File: config.mk
export PLATFORM = sky130hd
export DESIGN_NAME = seq_step_ctrl
export DESIGN_NICKNAME = d
export VERILOG_FILES = /design/src/rtl/seq_ctrl_pkg.sv /design/src/rtl/seq_core.sv /design/src/rtl/seq_step_ctrl.sv
export SDC_FILE = /design/constraint.sdc
export NUM_CORES = 1
export LEC_CHECK = 0
export CAP_MARGIN = 20
export CELL_PAD_IN_SITES_DETAIL_PLACEMENT = 0
export CELL_PAD_IN_SITES_GLOBAL_PLACEMENT = 2
export CORE_ASPECT_RATIO = 1.2
export CORE_MARGIN = 2
export CORE_UTILIZATION = 30
export CTS_CLUSTER_SIZE = 16
export DETAILED_ROUTE_END_ITERATION = 7
export PLACE_DENSITY = 0.8
export SYNTH_ARGS = -nofsm -noshare
export SYNTH_HDL_FRONTEND = slang
export SYNTH_SLANG_ARGS = --single-unit
File: constraint.sdc
create_clock -name clk -period 2.7 [get_ports clk]
set_input_delay 0.27 -clock clk [delete_from_list [all_inputs] [get_ports clk]]
set_output_delay 0.27 -clock clk [all_outputs]
set_load 0.03 [all_outputs]
File: src/rtl/seq_ctrl_pkg.sv
// Shared types and the combinational step function of the three-bit sequence circuit.
package seq_ctrl_pkg;

  localparam int unsigned SEQ_W = 3;

  typedef enum logic [1:0] {IDLE, LOAD, RUN, DONE} ctrl_state_t;

  // State bits are packed as {S0,S1,S2}, so S0 is the MSB.
  function automatic logic [SEQ_W-1:0] seq_next(input logic [SEQ_W-1:0] s);
    logic s0, s1, s2;
    s0 = s[2];
    s1 = s[1];
    s2 = s[0];
    return {~(s1 | s2), s0 | s2, s0 ^ s1};
  endfunction

endpackage

File: src/rtl/seq_core.sv
// Three-bit sequence circuit: state register with seed load and step enable.
module seq_core
  import seq_ctrl_pkg::*;
(
  input  logic             clk,
  input  logic             reset_n,
  input  logic             load,
  input  logic [SEQ_W-1:0] seed,
  input  logic             step,
  output logic [SEQ_W-1:0] state,
  output logic [SEQ_W-1:0] next_state,
  output logic             y
);

  assign next_state = seq_next(state);
  assign y          = state[2] & state[1];

  // Core state: load has priority over stepping.
  always_ff @(posedge clk or negedge reset_n) begin
    if (!reset_n) begin
      state <= '0;
    end else if (load) begin
      state <= seed;
    end else if (step) begin
      state <= next_state;
    end
  end

endmodule

File: src/rtl/seq_step_ctrl.sv
// Run controller: loads a seed, steps the core, records y history and counts.
module seq_step_ctrl
  import seq_ctrl_pkg::*;
#(
  parameter int unsigned CNT_W  = 8,
  parameter int unsigned HIST_W = 16
) (
  input  logic              clk,
  input  logic              reset_n,
  input  logic              start,
  input  logic [2:0]        seed,
  input  logic [CNT_W-1:0]  num_steps,
  input  logic              hold,
  output logic              busy,
  output logic              done,
  output logic [2:0]        state_o,
  output logic              y,
  output logic [HIST_W-1:0] y_hist,
  output logic [CNT_W-1:0]  ones_cnt,
  output logic [CNT_W-1:0]  steps_done,
  output logic              fixed_pt
);

  ctrl_state_t      state_q, state_nxt;
  logic [2:0]       seed_q;
  logic [CNT_W-1:0] num_q;
  logic [2:0]       core_next;
  logic             load, step;
  logic             y_next, at_fixed, last_step;

  seq_core u_core (
    .clk        (clk),
    .reset_n    (reset_n),
    .load       (load),
    .seed       (seed_q),
    .step       (step),
    .state      (state_o),
    .next_state (core_next),
    .y          (y)
  );

  assign y_next    = core_next[2] & core_next[1];
  assign at_fixed  = (core_next == state_o);
  assign last_step = ((steps_done + CNT_W'(1)) == num_q);

  assign busy = (state_q == LOAD) || (state_q == RUN);
  assign done = (state_q == DONE);

  // Control state register.
  always_ff @(posedge clk or negedge reset_n) begin
    if (!reset_n) begin
      state_q <= IDLE;
    end else begin
      state_q <= state_nxt;
    end
  end

  // Next-state decode and core strobes.
  always_comb begin
    state_nxt = state_q;
    load      = 1'b0;
    step      = 1'b0;
    case (state_q)
      IDLE: if (start) state_nxt = LOAD;
      LOAD: begin
        load      = 1'b1;
        state_nxt = (num_q == '0) ? DONE : RUN;
      end
      RUN: begin
        if (!hold) begin
          step = 1'b1;
          if (last_step || at_fixed) state_nxt = DONE;
        end
      end
      DONE:    state_nxt = IDLE;
      default: state_nxt = IDLE;
    endcase
  end

  // Run parameters are captured only when a start is accepted in IDLE.
  always_ff @(posedge clk or negedge reset_n) begin
    if (!reset_n) begin
      seed_q <= '0;
      num_q  <= '0;
    end else if (state_q == IDLE && start) begin
      seed_q <= seed;
      num_q  <= num_steps;
    end
  end

  // Result registers: cleared on LOAD, updated per executed step, held otherwise.
  always_ff @(posedge clk or negedge reset_n) begin
    if (!reset_n) begin
      y_hist     <= '0;
      ones_cnt   <= '0;
      steps_done <= '0;
      fixed_pt   <= 1'b0;
    end else if (load) begin
      y_hist     <= '0;
      ones_cnt   <= '0;
      steps_done <= '0;
      fixed_pt   <= 1'b0;
    end else if (step) begin
      y_hist     <= {y_hist[HIST_W-2:0], y_next};
      ones_cnt   <= ones_cnt + CNT_W'(y_next);
      steps_done <= steps_done + CNT_W'(1);
      if (at_fixed) fixed_pt <= 1'b1;
    end
  end

endmodule
* Word level (Yosys, flattened, before mapping) *
Cells that the tools add are included.

word-level totals
  register bits after elaboration = 49
  input bits = 15
  output and inout bits = 39
  logic and storage cells = 52

cells by class
  add/sub/neg operators = 2
  eq/ne operators = 8
  muxes and demuxes = 19
  bitwise operators = 6
  reductions and logical operators = 9

operators by type and width
  kind                 count
  $mux 16              2
  $mux 8               4
  $add 8x1->8          1
  $add 8x1->8 const B  1
  $eq 8x8->1           1
  $logic_not 8->1      1
  $pmux 2 s4           1
  $mux 1               7
  $mux 2               3
  $mux 3               2
  $eq 2x2->1 const B   2
  $ne 2x2->1 const B   2
  $reduce_bool 2->1    2
  $eq 3x3->1           1
  $reduce_and 3->1     1
  $and 1x1->1          2
  $eq 2x1->1 const B   1
  $logic_not 2->1      1
  $logic_or 1x1->1     2
  $ne 2x1->1 const B   1
  $or 1x1->1           2
  $reduce_and 2->1     1
  $logic_and 1x1->1    1
  $not 1->1            1
  $xor 1x1->1          1

* Logic depth before layout (Yosys ltp) *
Gate-level depths: netlist of the first run.

  depth after elaboration = 7
  mapped depth = 8
  depth with buffers taken out = 7

* Cells and area by module *
A second synthesis of the first run with hierarchy kept.

second synthesis, totals
  cell total of the unflattened synthesis = 243
  area total of the unflattened synthesis = 2,452.4 um^2

modules (own cells, without submodules)
  module         times used  cells each  area each (um^2)  seq. area each (um^2)
  seq_step_ctrl  1           226         2,284.7           1,151.1
  seq_core       1           17          167.7             75.1

* Worst setup path before layout of the first run *
Ideal clock, no wire load.

  path type = flip-flop to flip-flop
  start = register steps_done[0]
  end = register state_q[1]
  library setup time = 0.122 ns
  data arrival time = 2.154 ns
  data required time = 2.578 ns
  path slack = 0.424 ns
  stages on the path, launching flop included = 7
  path buffers = 0
  clock period less this slack = 2.276 ns
  cell sequence = dfrtp_1 > ha_1 > and3_1 > mux2_2 > a31o_2 > a211o_1 > a32o_1

on the way
  cells in the longest elaborated chain, start to end = 5

RTL lines
  element                     RTL line              RTL
  from (decl)                 seq_step_ctrl.sv:20   output logic [CNT_W-1:0] steps_done,
  from (signal assigned)      seq_step_ctrl.sv:106  steps_done <= steps_done + CNT_W'(1);
  $add 8x1->8                 seq_step_ctrl.sv:44   assign last_step = ((steps_done + CNT_W'(1)) == num_q);
  $eq 8x8->1                  seq_step_ctrl.sv:44
  $logic_or 1x1->1            seq_step_ctrl.sv:72   if (last_step || at_fixed) state_nxt = DONE;
  $ne 2x1->1 (no line)        --
  $reduce_and 3->1 (no line)  --
  to (signal assigned)        seq_step_ctrl.sv:54   state_q <= state_nxt;
  to (decl)                   seq_step_ctrl.sv:24   ctrl_state_t state_q, state_nxt;

No other way between the ends.
A chain may end at the register's enable or synchronous reset.

* Worst setup path after layout of the first run *
Same ends and word-level chain as after synthesis.

==> metrics.txt, run 1 <==
clk root buf clkbuf_8; Worst setup SP type register; top post-synthesis cells by area dfrtp_1 50%, nand2_1 7.7%, mux2_2 6.0%, a21oi_1 4.7%, ha_1 4.6%; syn nets 272; CP delay by family, top compound AO/OA/AOI/OAI gates; Ant. Diodes 0; vias in the first global route 1967; clock transition at the registers of the reported paths 0.10 ns; share of cells above drive strength 1 0.109; DR vias 1917; unrepaired setup endpoints after global routing no; crit path time final 2.21 ns; Area Overhead vs Synth 29.7%; Total Power 2460 µW; IO Port Bufs 53; YS warnings 0; Synth cell types 41; Seq/Total Area, Yosys 0.501; Remaining DRCs 0; Syn Area/Cell 9.88 µm²; Die H 103 µm; PD cells 776 nW/µm²; Synth area leader dfrtp_1; CP max FO 5; M1 WL 2570 µm; Routed Antenna Nets 0; setup TNS 0 ns; Met3 Wirelength 212 µm; max_cap viols 0; Final Cycle Share 0.817; slew margin rel. 0.674; LEAKAGE 0.00130 µW; Setup Skew 0.00498 ns; fin nets 325; CORE AREA 8020 µm²; Slowest cell on crit path dfrtp_1; Routability Congestion 0.730; number of enable flip-flop cells after synthesis 0; Most used DFF post-synth dfrtp_1; row cnt 36; post-route cell area 3180 µm²; crit path kind register to register; starting density of the core 0.306; All-Layer GR Usage 0.136; 1st-pass router iterations 4; Worst Tran Pin Value 0.489 ns; outcome finished clean; Hold Crit Class primary input to async pin; max incr delay on CP 0.47 ns; worst-case clock buffer depth 2; Die X 86.5 µm; fmax 453 MHz; WP buf/inv 0; CP Cell Sequence ha_1 -> and3_1 -> mux2_2 -> a31o_2 -> a211o_1 -> a32o_1; #FFs+latches synth 49; CTS H-tree depth 2; Cell Area, Synth 2450 µm²; global-route wire length before repair 9540 µm; largest net degree at the start of global routing 40; CTS Buf Count 5; asr flop ratio synth 1.00; Sink Count 49; DIE AREA 8910 µm²; DR WL met2 2790 µm; Yosys top cell area share 0.501; final hold vios 0; crit end category register; Max Slew Vio Count 0; dpl cell area 3080 µm²; I/O Pins 54; peak supply drop 933 µV; cts repair resizes 0; Clock Latency Late Sink 0.30 ns; Worst EP arrival 2.40 ns; grt ovf 0; vias per cell 4.83; Final setup viols 0; Synth Instances 248; worst path required time 2.89 ns; Max Used Layer met4; fill count 837; initial antenna violation count 0; CTS tree built; First DRT Iteration DRCs 99; wire length per cell 14.2 µm; dpl hpwl 3960 µm; final wirelength 5630 µm
==> registers in the layout, summed over array words and instances (netlist names) <==
register / count
fixed_pt: 1
num_q: 8
ones_cnt: 8
seed_q: 3
state_q: 2
steps_done: 8
u_core.state: 3
y_hist: 16
==> per-stage QoR <==
step	hold WS (ns)	setup slack [ns]	instances	util
finish	0.449	0.494	397	0.396
global route	0.503	0.412	397	0.396
CTS	0.463	0.494	397	0.396
global placement	0.265	0.565	388	0.384
floorplan	-0.0256	0.424	248	-
detailed placement	0.268	0.520	388	0.384
==> path summary, 6_finish.rpt <==
check,start,endpoint,slack [ns],cells past startpoint
setup / recovery,steps_done[0]$_DFFE_PN0P_,state_q[1]$_DFFE_PN0P_,0.49,6
hold / removal,reset_n,y_hist[10]$_DFFE_PN0P_,0.45,2
setup reg to reg,steps_done[0]$_DFFE_PN0P_,state_q[1]$_DFFE_PN0P_,0.49,6
hold reg to reg,seed_q[0]$_DFFE_PN0P_,u_core.state[0]$_DFFE_PN0P_,0.49,2
max in group asynchronous,reset_n,y_hist[0]$_DFFE_PN0P_,1.64,3
min in group clk,seed_q[0]$_DFFE_PN0P_,u_core.state[0]$_DFFE_PN0P_,0.49,2
==> cell usage after synthesis (2+ instances only) <==
library cell / number
a21oi_1: 23
a31oi_1: 3
and2_1: 2
and3_1: 3
buf_1: 2
clkbuf_1: 9
dfrtp_1: 49
ha_1: 9
inv_1: 3
mux2_2: 13
nand2_1: 50
nand2b_1: 5
nand3_1: 2
nand4_1: 4
nor2_1: 17
nor2b_1: 2
nor3_1: 2
o21ai_0: 8
or3_1: 3
xnor2_1: 10
xor2_1: 9
==> layout make-up <==
cell class,count,area (µm²),area share
Sequential cell,49,1230,0.386
Tap cell,95,119,0.0374
Timing Repair Buffer,59,573,0.180
Clock inverter,3,21.3,0.00670
Clock buffer,5,68.8,0.0217
Inverter,3,11.3,0.00354
Multi-Input combinational cell,183,1160,0.364
==> power by group <==
group          internal [µW]  leakage [µW]  switching (µW)
Combinational            433      0.000603             570
Sequential               871      0.000651             147
Clock                    184     0.0000445             258
Total                   1490       0.00130             976
==> routing by layer <==
| metal | track usage | vias up |
|---|---|---|
| li1 | - | 950 |
| met1 | 0.172 | 927 |
| met2 | 0.231 | 36 |
| met3 | 0.0304 | 4 |
| met4 | 0.0433 | 0 |
| met5 | 0 | - |
==> cell families (layout without fill, tap and decap cells) <==
kind of cell / after synthesis / in the layout / share of synthesized area
compound gates: 43 / 43 / 0.107
simple gates: 98 / 98 / 0.187
xor+xnor: 19 / 19 / 0.0679
mux: 14 / 14 / 0.0638
buf+inv: 16 / 70 / 0.0281
flops: 49 / 49 / 0.501
fa+ha+maj: 9 / 9 / 0.0460
==> cell usage in the layout, fill, tap and decap left out, types with 2 or more instances in the layout <==
cell type,count
nor3_1,2
o21ai_0,8
nand4_1,4
inv_1,3
or3_1,3
mux2_2,13
clkbuf_8,5
nand2_1,50
and3_1,3
a31oi_1,3
nand3_1,2
nand2b_1,5
dfrtp_1,49
xor2_1,9
a21oi_1,23
xnor2_1,10
ha_1,9
clkdlybuf4s50_1,52
nor2_1,17
buf_4,5
and2_1,2
==> repair_timing <==
action                    4_1_cts  5_1_grt
hold endpoints to repair       19        0
setup buffers                   0        0
hold buffers                    1        0
(Power assumes the default switching activity.)
==> run 2: changes to the inputs <==
CORE_UTILIZATION = 28   (was 30)
PLACE_DENSITY = 0.79   (was 0.8)
clock period = 1.8 ns   (was 2.7 ns; I/O delays follow)
==> run 2 against run 1 <==
Compared with the run above:
- the flow now finishes with violations (negative setup slack)
- clock power grew 110%
- non-clock buffer count increased by 32
- register-to-register slack got worse by 0.59 ns
- worst setup slack got worse by 0.59 ns
- critical path type unchanged
- wire length rose by 2.1%
- die area grew 6.8%
- sequential power grew 44%
- via count increased by 6.5%
- largest cell class unchanged
- clock-buffer cell count stayed put
- first-iteration DRC count fell by 41%
- sequential cell count is the same
==> metrics.txt, run 2 (synthesized netlist as in run 1, its figures left out) <==
CTS H-tree depth 2; Clock Latency Late Sink 0.31 ns; Top reg by flops y_hist; Remaining DRCs 0; outcome finished with violations; I/O Pins 54; CP max FO 4; clk root buf clkbuf_8; fin nets 357; Routed Antenna Nets 0; Die H 106 µm; crit path time final 1.90 ns; 1st-pass router iterations 4; grt ovf 0; unrepaired setup endpoints after global routing yes; CORE AREA 8520 µm²; wire length per cell 12.7 µm; slew margin rel. 0.504; CTS Buf Count 5; Max Slew Vio Count 0; most common cell after layout, fill and taps aside nand2_1; global-route wire length before repair 9580 µm; max incr delay on CP 0.43 ns; Slowest cell on crit path dfrtp_2; worst path required time 2.00 ns; Hold Crit Class primary input to async pin; max_cap viols 0; Setup Skew 0.0128 ns; DIE AREA 9520 µm²; Sink Count 49; initial antenna violation count 0; worst-case clock buffer depth 2; pre-CTS setup slack -0.0596 ns; All-Layer GR Usage 0.128; CP Cell Sequence ha_4 -> and3_4 -> mux2_4 -> a31o_4 -> a211o_1 -> a32o_1; First DRT Iteration DRCs 58; Die X 89.4 µm; clock transition at the registers of the reported paths 0.10 ns; CP delay by family, top compound AO/OA/AOI/OAI gates; dpl cell area 3370 µm²; fmax 527 MHz; final wirelength 5750 µm; most frequent cells in the layout 50 x nand2_1, 49 x clkdlybuf4s50_1, 44 x dfrtp_1, 36 x buf_4, 23 x a21oi_1; Area Overhead vs Synth 45.4%; starting density of the core 0.288; IO Port Bufs 53; final hold vios 0; Final Cycle Share 1.05; Worst EP arrival 2.10 ns; vias in the first global route 1983; peak supply drop 782 µV; failing checks negative setup slack; crit path kind register to register; LEAKAGE 0.00149 µW; share of cells above drive strength 1 0.228; dpl hpwl 4220 µm; crit end category register; Worst Tran Pin Value 0.744 ns; post-route cell area 3560 µm²; row cnt 37; Final setup viols 2; PD cells 1190 nW/µm²; DR vias 2041; vias per cell 4.53; WP buf/inv 0; fill count 882; final core utilization 0.418; flip-flop count of the largest register after layout 16; CTS tree built; min setup slack post-route -0.0980 ns; Worst setup SP type register; Routability Congestion 0.805; largest net degree at the start of global routing 40; Ant. Diodes 0
## run 2: cell types whose count changed in the layout (fill, tap and decap cells not counted), sizes merged
cell / previous run / this run
clkinvlp: 1 / 0
buf: 6 / 38
inv: 4 / 3
bufinv: 0 / 2
clkdlybuf4s50: 52 / 49
dlygate4sd2: 0 / 3
## run 2: repair_timing
action | CTS | global route
buffers inserted | 1 | 2
gates cloned | 0 | 0
endpoints found under the hold margin | 29 | 0
setup endpoints to repair | 6 | 9
gates resized for setup | 5 | 4
pin swaps | 1 | 6
hold buffers | 1 | 0
## run 2: final timing paths
kind                                                 from                     endpoint  slack (ns)  cells after the start
worst max-delay path            steps_done[1]$_DFFE_PN0P_       state_q[1]$_DFFE_PN0P_        -0.1                      6
worst min-delay path                              reset_n    steps_done[5]$_DFFE_PN0P_        0.47                      2
worst max register to register  steps_done[1]$_DFFE_PN0P_       state_q[1]$_DFFE_PN0P_        -0.1                      6
worst min register to register      seed_q[0]$_DFFE_PN0P_  u_core.state[0]$_DFFE_PN0P_        0.49                      2
max in group asynchronous                         reset_n        y_hist[2]$_DFFE_PN0P_        0.77                      3
min in group clk                             num_steps[2]         num_q[2]$_DFFE_PN0P_        0.47                      2
## run 2: stage by stage
step / hold WS (ns) / cells / power [µW] / TNS, ns
floorplan: -0.116 / 248 / 2600 / -0.231
finish: 0.467 / 451 / 4230 / -0.143
global placement: 0.315 / 439 / 3320 / -0.0428
detailed placement: 0.299 / 439 / 3340 / -0.0682
global route: 0.464 / 451 / 4540 / -0.277
CTS: 0.467 / 449 / 4280 / -0.0849
## run 2: where the power goes
group / internal, µW / switching, µW / leakage [µW]
combinational: 836 / 995 / 0.000776
sequential: 1310 / 159 / 0.000643
clock: 552 / 382 / 0.0000681
## run 2: routing by layer
| metal | wire [µm] | global-route usage |
|---|---|---|
| met1 | 2580 | 0.173 |
| met2 | 2900 | 0.205 |
| met3 | 205 | 0.0233 |
| met4 | 70 | 0.0416 |
| met5 | 0 | 0 |
## run 2: cell type report
type | instances | area (µm²) | share of cell area
Inverter | 3 | 11.3 | 0.00316
Timing Repair Buffer | 91 | 822 | 0.231
Tap cell | 117 | 146 | 0.0411
Sequential cell | 49 | 1230 | 0.346
Clock buffer | 5 | 68.8 | 0.0193
Multi-Input combinational cell | 183 | 1210 | 0.341
Clock inverter | 3 | 65.1 | 0.0183
==> patch: new RTL, settings of run 2 <==
Reset style: synchronous (`reset_n`), changed in 4 clocked blocks.
--- a/src/rtl/seq_core.sv
+++ b/src/rtl/seq_core.sv
@@ -17,5 +17,5 @@
 
   // Core state: load has priority over stepping.
-  always_ff @(posedge clk or negedge reset_n) begin
+  always_ff @(posedge clk) begin
     if (!reset_n) begin
       state <= '0;
--- a/src/rtl/seq_step_ctrl.sv
+++ b/src/rtl/seq_step_ctrl.sv
@@ -48,5 +48,5 @@
 
   // Control state register.
-  always_ff @(posedge clk or negedge reset_n) begin
+  always_ff @(posedge clk) begin
     if (!reset_n) begin
       state_q <= IDLE;
@@ -79,5 +79,5 @@
 
   // Run parameters are captured only when a start is accepted in IDLE.
-  always_ff @(posedge clk or negedge reset_n) begin
+  always_ff @(posedge clk) begin
     if (!reset_n) begin
       seed_q <= '0;
@@ -90,5 +90,5 @@
 
   // Result registers: cleared on LOAD, updated per executed step, held otherwise.
-  always_ff @(posedge clk or negedge reset_n) begin
+  always_ff @(posedge clk) begin
     if (!reset_n) begin
       y_hist     <= '0;
Function: differs if reset_n is asserted again (counterexample within 4 cycles, from zero or initial values and one cycle with reset_n low); with reset_n held inactive, the same outputs for 10 cycles.
==> patch against run 2 <==
Clock skew is 0.0026 ns lower. Non-clock buffer count down 18. Register-to-register slack improved by 0.19 ns. Maximum frequency is 10% higher. Critical path depth shrank 4. Hold slack lost 0.046 ns. Combinational power shrank 44%. Design area shrank 11%. Sequential cell count stayed put. Synthesized area decreased by 7.7%. Routed wire length down 3.6%. Count of clock-buffer cells in the layout is the same. Total power shrank 28%. Setup slack gained 0.17 ns.
==> patch: results (changes against run 2) <==
status: "completed"  # was finished with violations
use_met3_pct: 3.07  # was 2.33%
synth-xor-area-share_pct: 7.36  # was 6.79%
postRouteWirelength_um: 5550  # was 5750 um
synthAdderAreaFrac_pct: 4.98  # was 4.60%
dpl.cell_count: 426  # was 439
fin_crit_sh_pct: 95.7  # was 105%
endpoint: "y"  # was state_q[1]
final_layout_size_suffix_gt1_share_pct: 12.8  # was 22.8%
worst_path_max_delay_cell: "clkdlybuf4s50_1"  # was dfrtp_2
crit_path_end_kind: "output port"  # was register
p_sw_share_pct: 34.8  # was 36.3%
drt_iter0_drc: 68  # was 58
synth_seq_area_share_pct: 43.4  # was 50.1%
crit_start: "u_core.state[1]"  # was steps_done[1]
synth-compound-area-share_pct: 14.8  # was 10.7%
grt_util_met1_pct: 16.6  # was 17.3%
grt_pass1_vias: 1956  # was 1,983
dp_hpwl_um: 4130  # was 4220 um
worst_pin_slew_ns: 0.372  # was 0.744 ns
reg2reg_to: "state_q[0]"  # was state_q[1]
grt_max_degree: 33  # was 40
via_per_inst: 4.64  # was 4.53
ys_async_sr_fraction_pct: 0  # was 100%
synth_nets: 302  # was 272
grt.total_usage_pct: 13.0  # was 12.8%
[patch: cell count changes after synthesis, moves of 3 or more]
cell and change:
a21boi_0 +11, a21oi_1 +4, a31oi_1 -3, clkbuf_1 +4
dfrtp_1 -49, dfxtp_1 +49, mux2_2 -13, nand2_1 +24
nor3_1 +4, o21ai_0 -3
[patch: kinds of logic (layout without fill, tap and decap cells)]
logic type,Yosys count,in the layout
AOI/OAI and AO/OA,54,54
xor gates and xnor gates,19,19
adders and majority gates,9,9
buffers and inverters,19,84
DFF,49,49
muxes,1,1
and+or+nand+nor,127,127
[patch: cell type report]
class,count,area share (%)
flip-flops and latches,49,31.3
well taps,92,3.63
inverters,3,0.355
repair buffers,73,21.9
clock inverters,3,1.38
clock buffers,5,2.17
multi-input cells,210,39.3
[patch: layer usage]
metal  vias up  part of all wire [%]
met5         -                     0
met4         0                   2.1
met3        10                   4.3
met2        43                    47
met1       903                    47
li1       1063                     -
[patch: worst max-delay path: cells and delay by family, from the launching register on]
kind / cells / cell delay [ns]
buffers and inverters: 1 / 0.67
adder cells (fa/ha/maj): 1 / 0.19
flip-flops: 1 / 0.38
[patch: how the worst min path moves through the flow]
stage	startpoint	slack (ns)	end
after global placement	y_hist[15]	0.44	y_hist[15]
final	num_steps[5]	0.42	num_q[5]
after CTS	num_steps[6]	0.42	num_q[6]
after detailed placement	y_hist[15]	0.45	y_hist[15]
after floorplan	num_steps[3]	0.32	num_q[3]
after global routing	num_steps[5]	0.43	num_q[5]
[patch: timing repair]
action | CTS | global route
gates cloned | 0 | 0
setup endpoints to repair | 1 | 8
pin swaps | 0 | 1
resized for setup | 1 | 10
hold buffers | 0 | 0
setup buffers | 0 | 1
[patch: per-stage QoR]
| step | area, um^2 | util [%] |
|---|---|---|
| finish | 3170 | 40.9 |
| global route | 3170 | 40.9 |
| CTS | 3120 | 40.3 |
| detailed placement | 3010 | 38.8 |
| global placement | 3010 | 38.8 |
| floorplan | 2270 | - |
[patch: power by group through the flow]
stage	sequential, W	combinational (W)	clock (W)
after floorplan	0.00129	0.000639	0
after global placement	0.00126	0.00102	0
after detailed placement	0.00126	0.00101	0
after CTS	0.00124	0.00100	0.000837
after global routing	0.00126	0.00115	0.000870
final	0.00124	0.00102	0.000800
